### src/rtl/excess3_scan_ctrl_if.sv
// ---------------------------------------------------------------------------
// excess3_scan_ctrl_if
// Bundle of the load handshake and display-side outputs of excess3_scan_ctrl.
//   load_valid  frame offered on load_data            (source -> controller)
//   load_ready  controller can accept a frame         (controller -> source)
//   load_data   NDIG packed excess-3 digits, digit k in [4k+3:4k]
//   dec_in      code for the shared decoder input, 0 = blank
//   digit_sel   one-hot digit position select, 0 when not scanning
//   busy        controller is working on a frame
//   err         one-cycle pulse: captured frame held an invalid code
//   done        one-cycle pulse at end of frame
// Modports: master = digit source / observer side, slave = controller side.
// ---------------------------------------------------------------------------
interface excess3_scan_ctrl_if #(
  parameter int NDIG = 4
);
  logic              load_valid;
  logic              load_ready;
  logic [4*NDIG-1:0] load_data;
  logic [3:0]        dec_in;
  logic [NDIG-1:0]   digit_sel;
  logic              busy;
  logic              err;
  logic              done;

  modport master (
    output load_valid, load_data,
    input  load_ready, dec_in, digit_sel, busy, err, done
  );

  modport slave (
    input  load_valid, load_data,
    output load_ready, dec_in, digit_sel, busy, err, done
  );
endinterface

### src/rtl/excess3_scan_ctrl.sv
// ---------------------------------------------------------------------------
// excess3_scan_ctrl
// Captures a frame of NDIG excess-3 digits, blanks invalid codes, then scans
// the digits one at a time onto the shared decoder input, holding each for
// DWELL cycles with a matching one-hot position select.
//
// Ports:
//   clk   rising-edge clock
//   rst   asynchronous active-high reset (returns to IDLE, clears buffer)
//   bus   excess3_scan_ctrl_if.slave: load_valid/load_ready/load_data in,
//         dec_in/digit_sel/busy/err/done out (all registered except
//         load_ready, which decodes the current state)
//
// Parameters: NDIG (1..8) digits per frame, DWELL (>=1) cycles per digit.
//
// Build option: define SCAN_REPEAT_EN for continuous refresh. The frame is
// rescanned without a gap, done pulses on each frame's last SCAN cycle and a
// new frame may be accepted during that cycle. Undefined: single-shot, with
// a one-cycle DONE state before returning to IDLE.
// ---------------------------------------------------------------------------
module excess3_scan_ctrl #(
  parameter int NDIG  = 4,
  parameter int DWELL = 4
) (
  input  logic                clk,
  input  logic                rst,
  excess3_scan_ctrl_if.slave  bus
);

  localparam int IDX_W   = (NDIG  > 1) ? $clog2(NDIG)  : 1;
  localparam int DWELL_W = (DWELL > 1) ? $clog2(DWELL) : 1;

  localparam logic [IDX_W-1:0]   IDX_LAST   = IDX_W'(NDIG - 1);
  localparam logic [DWELL_W-1:0] DWELL_LAST = DWELL_W'(DWELL - 1);
  localparam logic [NDIG-1:0]    SEL_ONE    = NDIG'(1);

  typedef enum logic [1:0] {
    S_IDLE  = 2'd0,
    S_CHECK = 2'd1,
    S_SCAN  = 2'd2,
    S_DONE  = 2'd3
  } state_t;

  state_t               state_q, state_d;
  logic [IDX_W-1:0]     idx_q, idx_d;
  logic [DWELL_W-1:0]   dwell_q, dwell_d;
  logic [3:0]           buf_q [NDIG];
  logic [3:0]           buf_d [NDIG];
  logic [3:0]           dec_in_q, dec_in_d;
  logic [NDIG-1:0]      digit_sel_q, digit_sel_d;
  logic                 busy_q, busy_d;
  logic                 err_q, err_d;
  logic                 done_q, done_d;
  logic                 load_ready;

  logic [3:0]           load_digit  [NDIG];
  logic [3:0]           clean_digit [NDIG];
  logic [NDIG-1:0]      digit_bad;
  logic                 scan_last;

  // Per-digit unpacking of the load bus and validity check of the buffer.
  // Legal excess-3 codes are 3..12; anything else is blanked to 0.
  generate
    for (genvar gi = 0; gi < NDIG; gi++) begin : g_digit
      assign load_digit[gi]  = bus.load_data[4*gi +: 4];
      assign digit_bad[gi]   = (buf_q[gi] < 4'd3) || (buf_q[gi] > 4'd12);
      assign clean_digit[gi] = digit_bad[gi] ? 4'd0 : buf_q[gi];
    end
  endgenerate

  assign scan_last = (idx_q == IDX_LAST) && (dwell_q == DWELL_LAST);

  always_comb begin
    state_d     = state_q;
    idx_d       = idx_q;
    dwell_d     = dwell_q;
    for (int k = 0; k < NDIG; k++) buf_d[k] = buf_q[k];
    load_ready  = 1'b0;
    err_d       = 1'b0;
    dec_in_d    = 4'd0;
    digit_sel_d = '0;
    done_d      = 1'b0;
    busy_d      = 1'b0;

    case (state_q)
      S_IDLE: begin
        load_ready = 1'b1;
        if (bus.load_valid) begin
          for (int k = 0; k < NDIG; k++) buf_d[k] = load_digit[k];
          state_d = S_CHECK;
        end
      end

      S_CHECK: begin
        for (int k = 0; k < NDIG; k++) buf_d[k] = clean_digit[k];
        err_d   = |digit_bad;
        idx_d   = '0;
        dwell_d = '0;
        state_d = S_SCAN;
      end

      S_SCAN: begin
        if (scan_last) begin
`ifdef SCAN_REPEAT_EN
          // Frame boundary: either take a new frame or rescan the buffer.
          load_ready = 1'b1;
          if (bus.load_valid) begin
            for (int k = 0; k < NDIG; k++) buf_d[k] = load_digit[k];
            state_d = S_CHECK;
          end else begin
            idx_d   = '0;
            dwell_d = '0;
          end
`else
          state_d = S_DONE;
`endif
        end else if (dwell_q == DWELL_LAST) begin
          dwell_d = '0;
          idx_d   = idx_q + 1'b1;
        end else begin
          dwell_d = dwell_q + 1'b1;
        end
      end

      S_DONE: begin
        state_d = S_IDLE;
      end

      default: begin
        state_d = S_IDLE;
      end
    endcase

    // Outputs are registered, so they are derived from the next state: the
    // value seen during a cycle reflects the state occupied in that cycle.
    busy_d = (state_d != S_IDLE);
    if (state_d == S_SCAN) begin
      dec_in_d    = buf_d[idx_d];
      digit_sel_d = SEL_ONE << idx_d;
    end
`ifdef SCAN_REPEAT_EN
    done_d = (state_d == S_SCAN) && (idx_d == IDX_LAST) && (dwell_d == DWELL_LAST);
`else
    done_d = (state_d == S_DONE);
`endif
  end

  always_ff @(posedge clk or posedge rst) begin
    if (rst) begin
      state_q     <= S_IDLE;
      idx_q       <= '0;
      dwell_q     <= '0;
      for (int k = 0; k < NDIG; k++) buf_q[k] <= 4'd0;
      dec_in_q    <= 4'd0;
      digit_sel_q <= '0;
      busy_q      <= 1'b0;
      err_q       <= 1'b0;
      done_q      <= 1'b0;
    end else begin
      state_q     <= state_d;
      idx_q       <= idx_d;
      dwell_q     <= dwell_d;
      for (int k = 0; k < NDIG; k++) buf_q[k] <= buf_d[k];
      dec_in_q    <= dec_in_d;
      digit_sel_q <= digit_sel_d;
      busy_q      <= busy_d;
      err_q       <= err_d;
      done_q      <= done_d;
    end
  end

  assign bus.load_ready = load_ready;
  assign bus.dec_in     = dec_in_q;
  assign bus.digit_sel  = digit_sel_q;
  assign bus.busy       = busy_q;
  assign bus.err        = err_q;
  assign bus.done       = done_q;

endmodule

### src/flat_wrapper.sv
// flat-port wrapper written by rule: the top's interface ports become plain ports
module excess3_scan_ctrl_flat 
#(
  parameter int NDIG  = 4,
  parameter int DWELL = 4
)
  (clk, rst, bus_load_valid, bus_load_data, bus_load_ready, bus_dec_in, bus_digit_sel, bus_busy, bus_err, bus_done);
  excess3_scan_ctrl_if #(.NDIG(NDIG)) bus_i ();
  input  logic clk;
  input  logic rst;
  input wire logic [$bits(bus_i.load_valid)-1:0] bus_load_valid;
  input wire logic [$bits(bus_i.load_data)-1:0] bus_load_data;
  output wire logic [$bits(bus_i.load_ready)-1:0] bus_load_ready;
  output wire logic [$bits(bus_i.dec_in)-1:0] bus_dec_in;
  output wire logic [$bits(bus_i.digit_sel)-1:0] bus_digit_sel;
  output wire logic [$bits(bus_i.busy)-1:0] bus_busy;
  output wire logic [$bits(bus_i.err)-1:0] bus_err;
  output wire logic [$bits(bus_i.done)-1:0] bus_done;
  assign bus_i.load_valid = bus_load_valid;
  assign bus_i.load_data = bus_load_data;
  assign bus_load_ready = bus_i.load_ready;
  assign bus_dec_in = bus_i.dec_in;
  assign bus_digit_sel = bus_i.digit_sel;
  assign bus_busy = bus_i.busy;
  assign bus_err = bus_i.err;
  assign bus_done = bus_i.done;
  excess3_scan_ctrl #(.NDIG(NDIG), .DWELL(DWELL)) u_core (.clk(clk), .rst(rst), .bus(bus_i));
endmodule
### config.mk
export PLATFORM = sky130hd
export DESIGN_NAME = excess3_scan_ctrl_flat
export DESIGN_NICKNAME = d
export VERILOG_FILES = /design/src/rtl/excess3_scan_ctrl_if.sv /design/src/rtl/excess3_scan_ctrl.sv /design/src/flat_wrapper.sv
export SDC_FILE = /design/constraint.sdc
export NUM_CORES = 1
export LEC_CHECK = 0
export CAP_MARGIN = 30
export CORE_ASPECT_RATIO = 0.9
export CORE_UTILIZATION = 48
export DETAILED_ROUTE_END_ITERATION = 6
export PLACE_DENSITY_LB_ADDON = 0.25
export SLEW_MARGIN = 10
export SYNTH_ARGS = -nofsm -noshare
export SYNTH_HDL_FRONTEND = slang
export SYNTH_SLANG_ARGS = --single-unit
export TNS_END_PERCENT = 5
### constraint.sdc
create_clock -name clk -period 1.7 [get_ports clk]
set_input_delay 0.51 -clock clk [delete_from_list [all_inputs] [get_ports clk]]
set_output_delay 0.51 -clock clk [all_outputs]
set_load 0.02 [all_outputs]
==> reports/metrics.csv, run 1 <==
stage,metric,value,unit
detailed_routing,Pre-antenna DRT Iters,5,
layout,final layout net count,277,
place,Placement Cell Area,2497,µm²
yosys,dominant synthesized flop cell,dfrtp_1,
sta,Fin Setup TNS,-0.3838,ns
sta,final hold violation count,0,
die,Die H,61.15,µm
grt,initial antenna violation count,0,
sta,Worst Tran Pin Value,0.3749,ns
place,RD Place Congestion,0.8392,
power_and_ir_drop,switching power,0.002326,W
layout,area of the multi-input gates,1119,µm²
layout,Final Non-Filler Cells,299,
die,Initial Util,50.00,%
grt,pin count of the biggest net entering global routing,34,
grt,number of global-route vias before repair,1702,
grt,GRT Total Usage,26.74,%
die,CORE AREA,3731,µm²
run_status,failing checks,negative setup slack,
sta,final slew viol count,0,
sta,unrepaired setup endpoints after global routing,yes,
yosys,Unique masters post-synth,52,
detailed_routing,Residual DRC,0,
yosys,"EDFF count, synth",0,
power_and_ir_drop,P_int,0.003020,W
critical_path,CP Capture Type,flop,
sta,PnR worst setup slack,-0.08906,ns
detailed_routing,Routed Wire Length,5334,µm
place,port bufs,30,
die,Die Area,4140,µm²
detailed_routing,Vias,1828,
clock_tree,clk sinks,33,
yosys,synthesized instance count,178,
layout,Antenna Cells,0,
layout,Sequential Area,825.8,µm²
sta,Max-slew headroom,74.69,%
layout,"most common cell after layout, fill and taps aside",buf_4,
critical_path,Worst Path Arrival,2.00,ns
clock_tree,hold buffers post-CTS,0,
place,DP Wirelength,3679,µm
yosys,Post-Syn Nets,203,
yosys,Synth Cell Area,1866,µm²
clock_tree,Root Driver,clkbuf_8,
run_status,status,finished with violations,
power_and_ir_drop,LEAKAGE,1.276,nW
die,num ports,31,
sta,Max Freq,559.0,MHz
die,Die X,67.72,µm
sta,minimum clock period after layout,1.789,ns
place,dpl cells,284,
die,Rows,21,
critical_path,worst-path maximum fanout,8,
layout,Area Growth Syn to Fin,48.22,%
detailed_routing,Post-DRT Antenna Nets,0,
power_and_ir_drop,Net Sw Frac,43.51,%
clock_tree,H-tree levels,2,
yosys,"Avg Cell Area, Syn",10.48,µm²
sta,final setup vio count,6,
grt,first-pass GRT wire length,7955,µm
critical_path,Crit Path Class,reg2reg,
sta,Hold Slack,0.5030,ns
yosys,"Seq/Total Area, Yosys",44.27,%
detailed_routing,vias per cell,6.114,
detailed_routing,initial DRC count,130,
detailed_routing,drt wl/cell,17.84,µm
sta,final clock skew,0.006842,ns
yosys,number of synthesized register bits,33,
grt,GRT overflow,0,
clock_tree,"Clk Latency, worst-skew pair",0.29,ns
flow_run,max-cap violations,0,
yosys,"Async S/R FF share, synth",100.0,%
critical_path,CP Launch Type,flop,
clock_tree,CTS tree,built,
clock_tree,worst-case clock buffer depth,2,
layout,layout cells sized above 1,36.76,%
worst_hold_path,Hold Path Class,reg2reg,
critical_path,WP data required,1.91,ns
layout,final instance area,2765,µm²
power_and_ir_drop,Max IR drop VDD,0.9025,mV
power_and_ir_drop,Flop pwr share,27.8,%
power_and_ir_drop,pwr dens,1933,nW/µm²
sta,period utilisation layout,105.2,%
layout,"commonest cells after routing, fill and taps aside","buf_4, dfrtp_1, nand2_1, clkdlybuf4s50_1, dlygate4sd2_1",
layout,layout filler cell count,246,
clock_tree,cts bufs inserted,5,
yosys,yosys warns,0,
clock_tree,clk slew on worst S/H paths,0.07,ns
power_and_ir_drop,Comb pwr share,61.5,%
power_and_ir_drop,clock share of power,10.8,%
layout,final core utilization,74.11,%
-- sequential cells by signal, indices dropped and copies added (netlist names), 2 cells and up --
| register | cells |
|---|---|
| u_core.dwell_q | 2 |
| u_core.bus.digit_sel | 4 |
| u_core.bus.dec_in | 4 |
| u_core.idx_q | 2 |
| u_core.state_q | 2 |
| u_core.buf_q | 16 |
-- synthesized netlist by cell type, types with 3 or more instances --
cell type   n  area share [%]
and2_1      3             1.0
o311ai_0    4             1.9
nor3_1      3            0.80
nand2_1    20             4.0
a21oi_1     5             1.3
ha_1        6             4.0
a31oi_1     3             1.0
o211ai_1    6             2.4
mux2_1      9             5.4
nand3_1    11             3.0
a22oi_1     5             2.0
buf_2       3            0.80
a32oi_1     5             2.3
o21ai_0     7             1.9
dfrtp_1    33              44
nand2b_1    3             1.0
inv_1       5             1.0
a32o_1      5             2.7
-- final timing paths --
kind	slack [ns]	endpoint	startpoint	cells past startpoint
max	-0.09	u_core.bus.dec_in[0]	u_core.state_q[0]	9
max in group asynchronous	0.97	u_core.bus.dec_in[3]	rst	3
min in group asynchronous	0.56	u_core.buf_q[3]	rst	3
max reg2reg	-0.09	u_core.bus.dec_in[0]	u_core.state_q[0]	9
min	0.50	u_core.dwell_q[1]	u_core.dwell_q[1]	1
min reg2reg	0.50	u_core.dwell_q[1]	u_core.dwell_q[1]	1
-- stage by stage --
stage	total power, W	setup slack [ns]
finish	0.005346	-0.08906
global route	0.005651	-0.2403
detailed placement	0.004303	-0.5261
global placement	0.004136	-0.5072
floorplan	0.003047	0.005758
CTS	0.005064	-0.08587
-- critical path, stage by stage (launching register included) --
cell and delay, ns:
dfrtp_1 0.41, inv_2 0.09, buf_4 0.12, ha_2 0.27, nand2_1 0.12, nor3_4 0.17
a21oi_4 0.09, inv_2 0.15, nand3_1 0.11, a31oi_1 0.19
-- logic make-up (layout without fill, tap and decap cells) --
group / Yosys count / in the layout / share of synthesized area [%]
fa+ha+maj: 6 / 6 / 4.024
simple gates: 53 / 53 / 14.69
xor+xnor: 1 / 1 / 0.4696
buf+inv: 15 / 90 / 4.226
mux: 11 / 11 / 6.774
compound gates: 59 / 59 / 25.55
flops: 33 / 33 / 44.27
-- layout make-up --
class / count / share of cell area (%)
clock inverter: 2 / 0.3620
inverter: 7 / 0.9502
clock buffer: 6 / 2.624
sequential: 33 / 29.86
multi-input combinational: 130 / 40.45
tap: 46 / 2.081
timing repair buffer: 75 / 23.67
-- power by group through the flow --
stage          Clock (W)  Combinational [W]  Sequential, W
2_1_floorplan          0            0.00155        0.00149
3_3_place_gp           0            0.00272        0.00142
3_5_place_dp           0            0.00284        0.00147
4_1_cts         0.000581            0.00303        0.00146
5_1_grt         0.000621            0.00352        0.00151
6_report        0.000576            0.00329        0.00148
-- per-layer routing --
layer	vias to the layer above	GRT usage (%)	routed length [µm]	part of all wire, %
met5	-	0	0	0
met4	0	8.815	141	2.6
met3	18	6.481	369	6.9
met2	95	44.98	2574	48
met1	881	33.88	2248	42
li1	834	-	-	-
-- what timing repair did --
action / in CTS / in global routing
endpoints found under the setup margin: 25 / 9
gates resized for setup: 36 / 16
setup buffers: 6 / 1
pin swaps: 6 / 7
Power figures use the tool's default switching activity.
==> inputs of run 2 (changes only) <==
--- a/config.mk
+++ b/config.mk
@@ -7,9 +7,11 @@
 export LEC_CHECK = 0
 export CAP_MARGIN = 30
 export CORE_ASPECT_RATIO = 0.9
+export CORE_MARGIN = 3
 export CORE_UTILIZATION = 48
 export DETAILED_ROUTE_END_ITERATION = 6
 export PLACE_DENSITY_LB_ADDON = 0.25
+export RECOVER_POWER = 100
 export SLEW_MARGIN = 10
 export SYNTH_ARGS = -nofsm -noshare
 export SYNTH_HDL_FRONTEND = slang
==> reports/metrics.csv, run 2 (synthesis results as in run 1) <==
stage,metric,value,unit,change
die,Die X,71.72,µm,+5.9%
detailed_routing,Top Metal Used,met4,,
place,DP Wirelength,3457,µm,-6.0%
detailed_routing,DRT met1 WL,1999,µm,-11%
layout,"commonest cells after routing, fill and taps aside","dfrtp_1, buf_4, nand2_1, clkdlybuf4s50_1, dlygate4sd2_1",,
layout,Top reg by flops,u_core.buf_q,,
clock_tree,CTS tree,built,,
die,Rows,20,,-4.8%
sta,Hold Slack,0.5051,ns,+0.002140 ns
die,num ports,31,,unchanged
flow_run,max-cap violations,0,,unchanged
critical_path,CP Launch Type,flop,,
detailed_routing,vias per cell,6.007,,-1.7%
critical_path,CP Capture Type,flop,,
place,dpl cells,267,,-6.0%
detailed_routing,Residual DRC,0,,unchanged
power_and_ir_drop,Max IR drop VDD,1.110,mV,+23%
grt,number of global-route vias before repair,1799,,+5.7%
sta,Max-slew headroom,46.40,%,-28 points
power_and_ir_drop,LEAKAGE,1.188,nW,-6.9%
worst_hold_path,Hold Path Class,reg2reg,,
layout,final layout net count,262,,-5.4%
power_and_ir_drop,switching power,0.002113,W,-9.1%
layout,Antenna Cells,0,,unchanged
die,Die H,65.15,µm,+6.5%
power_and_ir_drop,Comb pwr share,58.5,%,-3.0 points
critical_path,worst-path maximum fanout,6,,-2
sta,final slew viol count,0,,unchanged
sta,unrepaired setup endpoints after global routing,yes,,
clock_tree,H-tree levels,2,,unchanged
detailed_routing,Pre-antenna DRT Iters,4,,-1
grt,GRT overflow,0,,unchanged
place,RD Place Congestion,0.8737,,+4.1%
clock_tree,clk sinks,33,,unchanged
sta,PnR worst setup slack,-0.1867,ns,-0.09764 ns
critical_path,Crit Path Class,reg2reg,,
run_status,status,finished with violations,,
place,port bufs,30,,unchanged
clock_tree,"Clk Latency, worst-skew pair",0.29,ns,about the same
clock_tree,cts bufs inserted,5,,unchanged
detailed_routing,initial DRC count,100,,-23%
layout,Final Non-Filler Cells,281,,-6.0%
sta,final setup vio count,8,,+2
layout,"most common cell after layout, fill and taps aside",dfrtp_1,,
grt,GRT Total Usage,23.53,%,-3.2 points
die,CORE AREA,3553,µm²,-4.8%
power_and_ir_drop,Net Sw Frac,42.60,%,-0.91 points
power_and_ir_drop,clock share of power,11.8,%,+1.0 points
clock_tree,clk slew on worst S/H paths,0.06,ns,about the same
sta,final clock skew,0.008010,ns,+0.001168 ns
detailed_routing,Routed Wire Length,5007,µm,-6.1%
sta,period utilisation layout,111.0,%,+5.7 points
sta,minimum clock period after layout,1.887,ns,+0.09764 ns
die,Die Area,4672,µm²,+13%
power_and_ir_drop,P_int,0.002848,W,-5.7%
detailed_routing,met3 WL,345,µm,-6.5%
grt,pin count of the biggest net entering global routing,34,,unchanged
critical_path,WP data required,1.85,ns,-0.06 ns
layout,layout cells sized above 1,30.38,%,-6.4 points
layout,final core utilization,73.17,%,-0.94 points
sta,Worst Tran Pin Value,0.8040,ns,+0.4291 ns
clock_tree,Root Driver,clkbuf_8,,
sta,final hold violation count,0,,unchanged
power_and_ir_drop,Flop pwr share,29.6,%,+1.8 points
detailed_routing,Vias,1688,,-7.7%
grt,initial antenna violation count,0,,unchanged
run_status,failing checks,negative setup slack,,
layout,Area Growth Syn to Fin,39.37,%,
layout,max reg flops,16,,unchanged
grt,first-pass GRT wire length,8335,µm,+4.8%
power_and_ir_drop,pwr dens,1908,nW/µm²,-1.3%
detailed_routing,WL met2,2535,µm,-1.5%
critical_path,Worst Path Arrival,2.04,ns,+0.04 ns
sta,Max Freq,530.0,MHz,-5.2%
detailed_routing,Post-DRT Antenna Nets,0,,unchanged
detailed_routing,drt wl/cell,17.82,µm,-0.12%
clock_tree,worst-case clock buffer depth,2,,unchanged
die,Initial Util,52.50,%,+2.5 points
run 2: cell count changes in the layout (fill, tap and decap cells not counted), moves of 2 or more:
| cell | previous run | this run |
|---|---|---|
| nor3_4 | 2 | 0 |
| a32oi_1 | 2 | 4 |
| nor3_1 | 0 | 2 |
| clkinv_2 | 2 | 0 |
| buf_4 | 40 | 25 |
| nand2b_4 | 3 | 1 |
| a32oi_2 | 3 | 1 |
run 2: critical path, cell delays in order, from the launching register on:
cell     delay (ns)
dfrtp_1        0.38
inv_2          0.07
buf_6          0.12
ha_4           0.28
and4b_2        0.31
nand2_2        0.10
and2_4         0.19
a32oi_2        0.18
a31oi_1        0.13
run 2: final cells by class:
type / count / area (µm²)
multi-input cells: 130 / 1071
clock buffers: 7 / 86.33
well taps: 44 / 55.05
repair buffers: 60 / 535.5
inverters: 7 / 26.28
fillers: 250 / 953.4
flip-flops and latches: 33 / 825.8
run 2: stage by stage:
stage | total power [W] | TNS (ns) | setup slack [ns] | instance area (µm²)
2_1_floorplan | 0.003047 | 0 | 0.005758 | 1882
3_3_place_gp | 0.003901 | -6.855 | -0.5064 | 2395
3_5_place_dp | 0.004018 | -7.991 | -0.5460 | 2395
4_1_cts | 0.004764 | -0.5212 | -0.1289 | 2537
5_1_grt | 0.005322 | -1.550 | -0.2021 | 2600
6_report | 0.004961 | -0.9314 | -0.1867 | 2600
run 2: path summary, 6_finish.rpt:
kind / start / endpoint / slack, ns / cells after the start
hold reg to reg: u_core.dwell_q[1] / u_core.dwell_q[1] / 0.51 / 1
max in group asynchronous: rst / u_core.bus.digit_sel[0] / 0.30 / 3
hold / removal: u_core.dwell_q[1] / u_core.dwell_q[1] / 0.51 / 1
min in group asynchronous: rst / u_core.buf_q[12] / 0.89 / 3
setup reg to reg: u_core.state_q[1] / u_core.bus.dec_in[1] / -0.19 / 8
setup / recovery: u_core.state_q[1] / u_core.bus.dec_in[1] / -0.19 / 8
run 2: power groups by stage:
stage                     Clock (W)  Combinational, W  Sequential [W]
after floorplan                   0           0.00155         0.00149
after global placement            0           0.00248         0.00142
after detailed placement          0           0.00256         0.00146
after CTS                  0.000600           0.00271         0.00146
after global routing       0.000645           0.00316         0.00152
final                      0.000587           0.00290         0.00147
run 2: metal layers:
| layer | GRT usage [%] | vias up |
|---|---|---|
| met5 | 0 | - |
| met3 | 6.728 | 12 |
| met4 | 9.624 | 0 |
| met1 | 28.22 | 820 |
| li1 | - | 795 |
| met2 | 39.68 | 61 |
run 2: timing repair:
item,4_1_cts,5_1_grt
endpoints found under the setup margin,23,14
setup buffers,2,5
pin swaps,9,10
gates resized for setup,33,10
hold buffers,0,0
